<file path="src/rtl/pong_pkg.sv">
// Shared types and constants for the Pong game controller.
package pong_pkg;

    typedef enum logic [1:0] {
        ST_IDLE  = 2'd0,
        ST_SERVE = 2'd1,
        ST_PLAY  = 2'd2,
        ST_OVER  = 2'd3
    } state_e;

    localparam logic [1:0] OP_SET_PADDLE = 2'd0;
    localparam logic [1:0] OP_READ_SCORE = 2'd1;
    localparam logic [1:0] OP_START      = 2'd2;
    localparam logic [1:0] OP_STATUS     = 2'd3;

    // STATUS word layout: {26'b0, winner[1:0], 2'b0, state[1:0]}
    localparam int STAT_STATE_LSB  = 0;
    localparam int STAT_WINNER_LSB = 4;

endpackage

</file>
<file path="src/rtl/pong_score_bank.sv">
// Per-player score counters: saturate at WIN_SCORE, lowest-index point wins,
// reports the would-be winning point combinationally so the FSM can react.
module pong_score_bank
    import pong_pkg::*;
#(
    parameter int N_PADDLES = 2,
    parameter int SCORE_W   = 4,
    parameter int WIN_SCORE = 3
) (
    input  logic                         CLK,
    input  logic                         rst_n,
    input  logic                         clr,
    input  logic                         en,
    input  logic [N_PADDLES-1:0]         point,
    output logic [N_PADDLES*SCORE_W-1:0] scores,
    output logic                         hit,
    output logic                         win,
    output logic [1:0]                   win_idx
);

    localparam int IDX_W = (N_PADDLES > 2) ? 2 : 1;

    logic [N_PADDLES-1:0][SCORE_W-1:0] score_q;
    logic [IDX_W-1:0]                  sel;
    logic [SCORE_W-1:0]                new_score;

    // Descending scan so the lowest set bit is the last one assigned.
    always_comb begin
        sel = '0;
        for (int k = N_PADDLES - 1; k >= 0; k--) begin
            if (point[k]) sel = IDX_W'(k);
        end
        hit       = en && (|point);
        new_score = score_q[sel] + 1'b1;
        win       = hit && (new_score == SCORE_W'(WIN_SCORE));
        win_idx   = 2'(sel);
    end

    always_ff @(posedge CLK or negedge rst_n) begin
        if (!rst_n) begin
            score_q <= '0;
        end else if (clr) begin
            score_q <= '0;
        end else if (hit && (score_q[sel] != SCORE_W'(WIN_SCORE))) begin
            score_q[sel] <= new_score;
        end
    end

    assign scores = score_q;

endmodule

</file>
<file path="src/rtl/pong_game_ctrl.sv">
// Pong game controller: custom-instruction decode, game FSM, paddles, scores
// and registered VGA colour. Define PONG_PADDLE_CLAMP_EN to clamp paddle writes.
module pong_game_ctrl
    import pong_pkg::*;
#(
    parameter int          N_PADDLES = 2,
    parameter int          SCORE_W   = 4,
    parameter int          WIN_SCORE = 3,
    parameter int          V_RES     = 480,
    parameter int          PADDLE_H  = 64,
    parameter int          SERVE_DLY = 50_000_000,
    parameter logic [2:0]  FG_RGB    = 3'b101,
    parameter logic [2:0]  BG_RGB    = 3'b001
) (
    input  logic                         CLK,
    input  logic                         resentinho,
    input  logic                         pix_stb,
    input  logic                         ci_start,
    input  logic [1:0]                   ci_n,
    input  logic [31:0]                  ci_dataa,
    output logic [31:0]                  ci_result,
    output logic                         ci_done,
    input  logic [N_PADDLES-1:0]         point_i,
    output logic                         serve_o,
    output logic                         game_en,
    output logic [N_PADDLES*10-1:0]      paddle_y,
    output logic [N_PADDLES*SCORE_W-1:0] scores,
    output logic [1:0]                   winner,
    input  logic                         active,
    input  logic [3:0]                   layer_hit,
    output logic                         VGA_R,
    output logic                         VGA_G,
    output logic                         VGA_B
);

    localparam int         IDX_W = (N_PADDLES > 2) ? 2 : 1;
    localparam int         CNT_W = (SERVE_DLY > 1) ? $clog2(SERVE_DLY + 1) : 1;
    localparam logic [9:0] Y_MAX = 10'(V_RES - PADDLE_H);
    localparam logic [9:0] Y_MID = 10'((V_RES - PADDLE_H) / 2);

    state_e                      state_q, state_d;
    logic [CNT_W-1:0]            serve_cnt;
    logic                        serve_d;
    logic [N_PADDLES-1:0][9:0]   paddle_q;
    logic [1:0]                  winner_q;
    logic [2:0]                  rgb_q;

    logic                        start_ok;
    logic                        pt_hit, pt_win;
    logic [1:0]                  pt_idx;

    logic [IDX_W-1:0]            wr_idx;
    logic [9:0]                  old_y, req_y, new_y;
    logic                        oor, rej, wr_en;
    logic [31:0]                 result_d;
    logic                        unused_bits;

    assign game_en  = (state_q == ST_SERVE) || (state_q == ST_PLAY);
    assign start_ok = ci_start && (ci_n == OP_START) &&
                      ((state_q == ST_IDLE) || (state_q == ST_OVER));

    pong_score_bank #(
        .N_PADDLES (N_PADDLES),
        .SCORE_W   (SCORE_W),
        .WIN_SCORE (WIN_SCORE)
    ) u_scores (
        .CLK     (CLK),
        .rst_n   (resentinho),
        .clr     (start_ok),
        .en      (state_q == ST_PLAY),
        .point   (point_i),
        .scores  (scores),
        .hit     (pt_hit),
        .win     (pt_win),
        .win_idx (pt_idx)
    );

    always_ff @(posedge CLK or negedge resentinho) begin
        if (!resentinho) state_q <= ST_IDLE;
        else             state_q <= state_d;
    end

    always_comb begin
        state_d = state_q;
        serve_d = 1'b0;
        case (state_q)
            ST_IDLE:  if (start_ok) state_d = ST_SERVE;
            ST_SERVE: if (serve_cnt == CNT_W'(SERVE_DLY - 1)) begin
                state_d = ST_PLAY;
                serve_d = 1'b1;
            end
            ST_PLAY:  if (pt_hit) state_d = pt_win ? ST_OVER : ST_SERVE;
            ST_OVER:  if (start_ok) state_d = ST_SERVE;
            default:  state_d = ST_IDLE;
        endcase
    end

    // Counter idles at zero outside SERVE, so every entry restarts the delay.
    always_ff @(posedge CLK or negedge resentinho) begin
        if (!resentinho) begin
            serve_cnt <= '0;
            serve_o   <= 1'b0;
            winner_q  <= '0;
        end else begin
            serve_cnt <= (state_q == ST_SERVE) ? serve_cnt + 1'b1 : '0;
            serve_o   <= serve_d;
            if ((state_q == ST_PLAY) && pt_win) winner_q <= pt_idx;
        end
    end

    assign winner = winner_q;

    always_comb begin
        wr_idx = ci_dataa[16 +: IDX_W];
        old_y  = paddle_q[wr_idx];
        req_y  = ci_dataa[9:0];
        oor    = req_y > Y_MAX;
`ifdef PONG_PADDLE_CLAMP_EN
        new_y  = oor ? Y_MAX : req_y;
        rej    = 1'b0;
`else
        new_y  = oor ? old_y : req_y;
        rej    = oor;
`endif
        if (!game_en) begin
            new_y = old_y;
            rej   = 1'b0;
        end
        wr_en = ci_start && (ci_n == OP_SET_PADDLE) && game_en;
    end

    always_comb begin
        result_d = '0;
        case (ci_n)
            OP_SET_PADDLE: result_d = {rej, 21'b0, new_y};
            OP_READ_SCORE: result_d = 32'(scores);
            OP_START:      result_d = '0;
            OP_STATUS: begin
                result_d[STAT_STATE_LSB  +: 2] = state_q;
                result_d[STAT_WINNER_LSB +: 2] = winner_q;
            end
            default:       result_d = '0;
        endcase
    end

    always_ff @(posedge CLK or negedge resentinho) begin
        if (!resentinho) begin
            ci_done   <= 1'b0;
            ci_result <= '0;
        end else begin
            ci_done <= ci_start;
            if (ci_start) ci_result <= result_d;
        end
    end

    always_ff @(posedge CLK or negedge resentinho) begin
        if (!resentinho) begin
            for (int k = 0; k < N_PADDLES; k++) paddle_q[k] <= Y_MID;
        end else if (start_ok) begin
            for (int k = 0; k < N_PADDLES; k++) paddle_q[k] <= Y_MID;
        end else if (wr_en) begin
            paddle_q[wr_idx] <= new_y;
        end
    end

    assign paddle_y = paddle_q;

    always_ff @(posedge CLK or negedge resentinho) begin
        if (!resentinho)  rgb_q <= 3'b000;
        else if (pix_stb) rgb_q <= !active ? 3'b000 : ((|layer_hit) ? FG_RGB : BG_RGB);
    end

    assign {VGA_R, VGA_G, VGA_B} = rgb_q;

    assign unused_bits = ^{ci_dataa[31:10]};

endmodule

</file>
<file path="config.mk">
export PLATFORM = sky130hd
export DESIGN_NAME = pong_game_ctrl
export DESIGN_NICKNAME = d
export VERILOG_FILES = /design/src/rtl/pong_pkg.sv /design/src/rtl/pong_score_bank.sv /design/src/rtl/pong_game_ctrl.sv
export SDC_FILE = /design/constraint.sdc
export NUM_CORES = 1
export LEC_CHECK = 0
export ABC_AREA = 1
export CORE_UTILIZATION = 40
export CTS_CLUSTER_SIZE = 16
export DETAILED_ROUTE_END_ITERATION = 10
export GPL_TIMING_DRIVEN = 0
export PLACE_DENSITY = 0.73
export SYNTH_ARGS = -nofsm -noshare
export SYNTH_HDL_FRONTEND = slang
export SYNTH_SLANG_ARGS = --single-unit
</file>
<file path="constraint.sdc">
create_clock -name CLK -period 2 [get_ports CLK]
set_clock_uncertainty 0.2 [all_clocks]
set_input_delay 0.2 -clock CLK [delete_from_list [all_inputs] [get_ports CLK]]
set_output_delay 0.2 -clock CLK [all_outputs]
set_load 0.03 [all_outputs]
</file>
==> metrics <==
setup TNS 0 ns; Worst EP arrival 1.55 ns; CTS root buf clkbuf_8; CTS buffer count 9; num ports between 100 and 150; maximum clock frequency 0.5140 GHz; post-synthesis mux area share 0.01945; clk buf depth 2; worst path cell trace clkdlybuf4s50_1; die span in y 103.4 um; sequential element share of the synthesized area 0.4395; Post-Syn Instances 531; Synth Warn # 0; Synth Area in Compound Gates 0.09757; Critical Path Start Type flop; CTS tree built; clk slew on worst S/H paths about 0.080 ns; 1st-iter DRT viols 144; Crit path buffers/inverters 1; port buffer count 68; Tmin final 1.945 ns; dpl cell area 5071 um2; power density cells 1181 nW/um2; Placer Congestion between 0.9 and 1; vias in the first global route 3785; Die Footprint 10700 um2; Worst EP required 1.60 ns; largest net degree at the start of global routing 73; final worst-path cycle share 0.9727; final count of hold timing violations 0; Worst VDD drop 969.8 uV; endpoint class of the critical path primary output; gr ovfl total 0; Via density between 4 and 5; ANT cells 0; largest family of logic cells by synthesized area simple AND/OR/NAND/NOR gates; Slew Limit Fails 0; RSZ-0062 raised after global routing true; max layer used met4; drt total wl 10.73 mm; synthesized area per cell slightly below 8 um2; drt pass-1 iters 5; Netlist cell types 36; global-route wire length before repair approximately 18 mm; fin nets approximately 690; GRT Util Overall 0.2222; final instance area 5321 um2; max incr delay on CP 0.73 ns; M1 wire length 4.710 mm; Antenna Nets Post-Route 0; clk sinks 72; H-tree levels 3; Die Width 103.4 um; # rows 36; Yosys reg bits 72; FFs w/ async S/R, synth 1.000; ratio of cells with drive above 1 in the final layout 0.1498; WHS ~0.085 ns; Main synth FF type dfrtp_1; drt drc 0; Worst path top cell family by delay buffers and inverters; status complete, no violations; EDFF count, synth 0; worst-skew pair later-pin latency 0.36 ns; Layout area overhead 29.27%; routed vias 3764; Detail Placement HPWL about 8.0 mm; routed length per instance 13.86 um; Setup CP Type reg -> out; HP Class in -> reg; Synth Area in Simple Gates 0.2960; routed wl met3 640 um; initial antenna violation count 0; wire length on met2 5.246 mm; Cell Area, Synth about 4000 um2; # fillers 923; total power 6.283 mW; Post-Synth Adder-Cell Area 0.01824; final setup fails 0; CP max-delay cell clkdlybuf4s50_1; Max Cap Viol 0; reg2reg setup slack 0.08 ns; post-synthesis xor/xnor area fraction 0.02128; core area just under 10000 um2; CP max FO 5; Pleak approximately 2.5 nW; Initial Utilization 0.4173
Yosys cell counts, drive strengths merged, types with 6 or more instances:
cell	n	area share
a21oi	13	0.016
buf	26	0.047
dfrtp	66	0.40
dfstp	6	0.038
ha	6	0.018
inv	62	0.057
mux2i	8	0.019
nand2	145	0.14
nand3	27	0.040
nand4	8	0.012
nor2	72	0.074
nor3	15	0.026
o21ai	44	0.054
what timing repair did:
item / 4_1_cts / 5_1_grt
gates resized for setup: 18 / 11
pin swaps: 0 / 1
gates cloned: 0 / 0
buffers inserted: 0 / 2
endpoints found under the hold margin: 72 / 0
hold buffers: 1 / 0
endpoints found under the setup margin: 28 / 36
worst paths after layout:
check / startpoint / to / cells after the start
worst min-delay path: point_i[1] / winner[0]$_DFFE_PN0P_ / 3
max in group asynchronous: resentinho / paddle_y[7]$_DFFE_PN1P_ / 3
worst min register to register: u_scores.scores[3]$_DFFE_PN0P_ / u_scores.scores[3]$_DFFE_PN0P_ / 2
worst max-delay path: u_scores.scores[0]$_DFFE_PN0P_ / scores[0] / 1
min in group asynchronous: resentinho / serve_cnt[11]$_DFF_PN0_ / 3
worst max register to register: state_q[0]$_DFFE_PN0P_ / paddle_y[0]$_DFFE_PN0P_ / 7
power breakdown:
part	internal [mW]	switching, mW	total, mW
Combinational	1.06	1.88	2.94
Sequential	1.84	0.328	2.17
Clock	0.575	0.593	1.17
Total	3.48	2.80	6.28
layer usage:
layer,vias up,GRT usage
met5,-,0
met4,0,0.06934
met3,11,0.06720
met2,104,0.3744
met1,1782,0.2732
li1,1867,-
kinds of logic after synthesis:
group,count (synthesis)
AOI/OAI and AO/OA,71
xor gates and xnor gates,10
adders and majority gates,6
buffers and inverters,92
DFF,72
muxes,8
other,1
and+or+nand+nor,271
placed cells by master (no fill, tap or decap), types with 3 or more instances in the layout:
master,count
a21oi_1,13
a221oi_1,3
a22o_1,4
buf_4,29
clkbuf_1,3
clkbuf_8,9
clkdlybuf4s50_1,59
clkinvlp_4,3
conb_1,23
dfrtp_1,65
dfstp_2,6
dlygate4sd2_1,5
ha_1,3
ha_2,3
inv_1,54
inv_2,7
mux2i_1,8
nand2_1,135
nand2_2,10
nand3_1,24
nand4_1,8
nor2_1,63
nor2_2,6
nor3_1,9
nor3_2,6
o21ai_0,14
o21ai_1,27
o21ai_2,3
o21bai_1,4
xnor2_1,5
xor2_1,5
state kept, by name (all words and copies together) (netlist names):
| register | flops |
|---|---|
| state_q | 2 |
| rgb_q | 2 |
| serve_o | 1 |
| ci_result | 11 |
| paddle_y | 20 |
| serve_cnt | 26 |
| u_scores.scores | 8 |
| winner | 1 |
| ci_done | 1 |
layout make-up:
cell class | instances | area [um2] | share of cell area
multi-input cells | 389 | 1979 | 0.3720
clock inverters | 7 | 71.32 | 0.01340
repair buffers | 72 | 726.9 | 0.1366
plain buffers | 29 | 203.9 | 0.03833
inverters | 63 | 239.0 | 0.04491
clock buffers | 9 | 123.9 | 0.02328
flip-flops and latches | 72 | 1810 | 0.3402
well taps | 133 | 166.4 | 0.03127
per-stage QoR:
step	setup WS, ns	instances	utilization
final	0.05463	774	0.5394
after global routing	-0.01493	774	0.5394
after CTS	0.008735	772	0.5353
after detailed placement	-0.2925	755	0.5141
after global placement	-1.970	754	0.5115
after floorplan	0.1138	553	-
tightest hold or removal path, delay by kind of cell:
kind	cells	cell delay (ns)
compound gates	1	0.08
simple gates	1	0.15
buf+inv	1	0.18
Power figures use the tool's default switching activity.
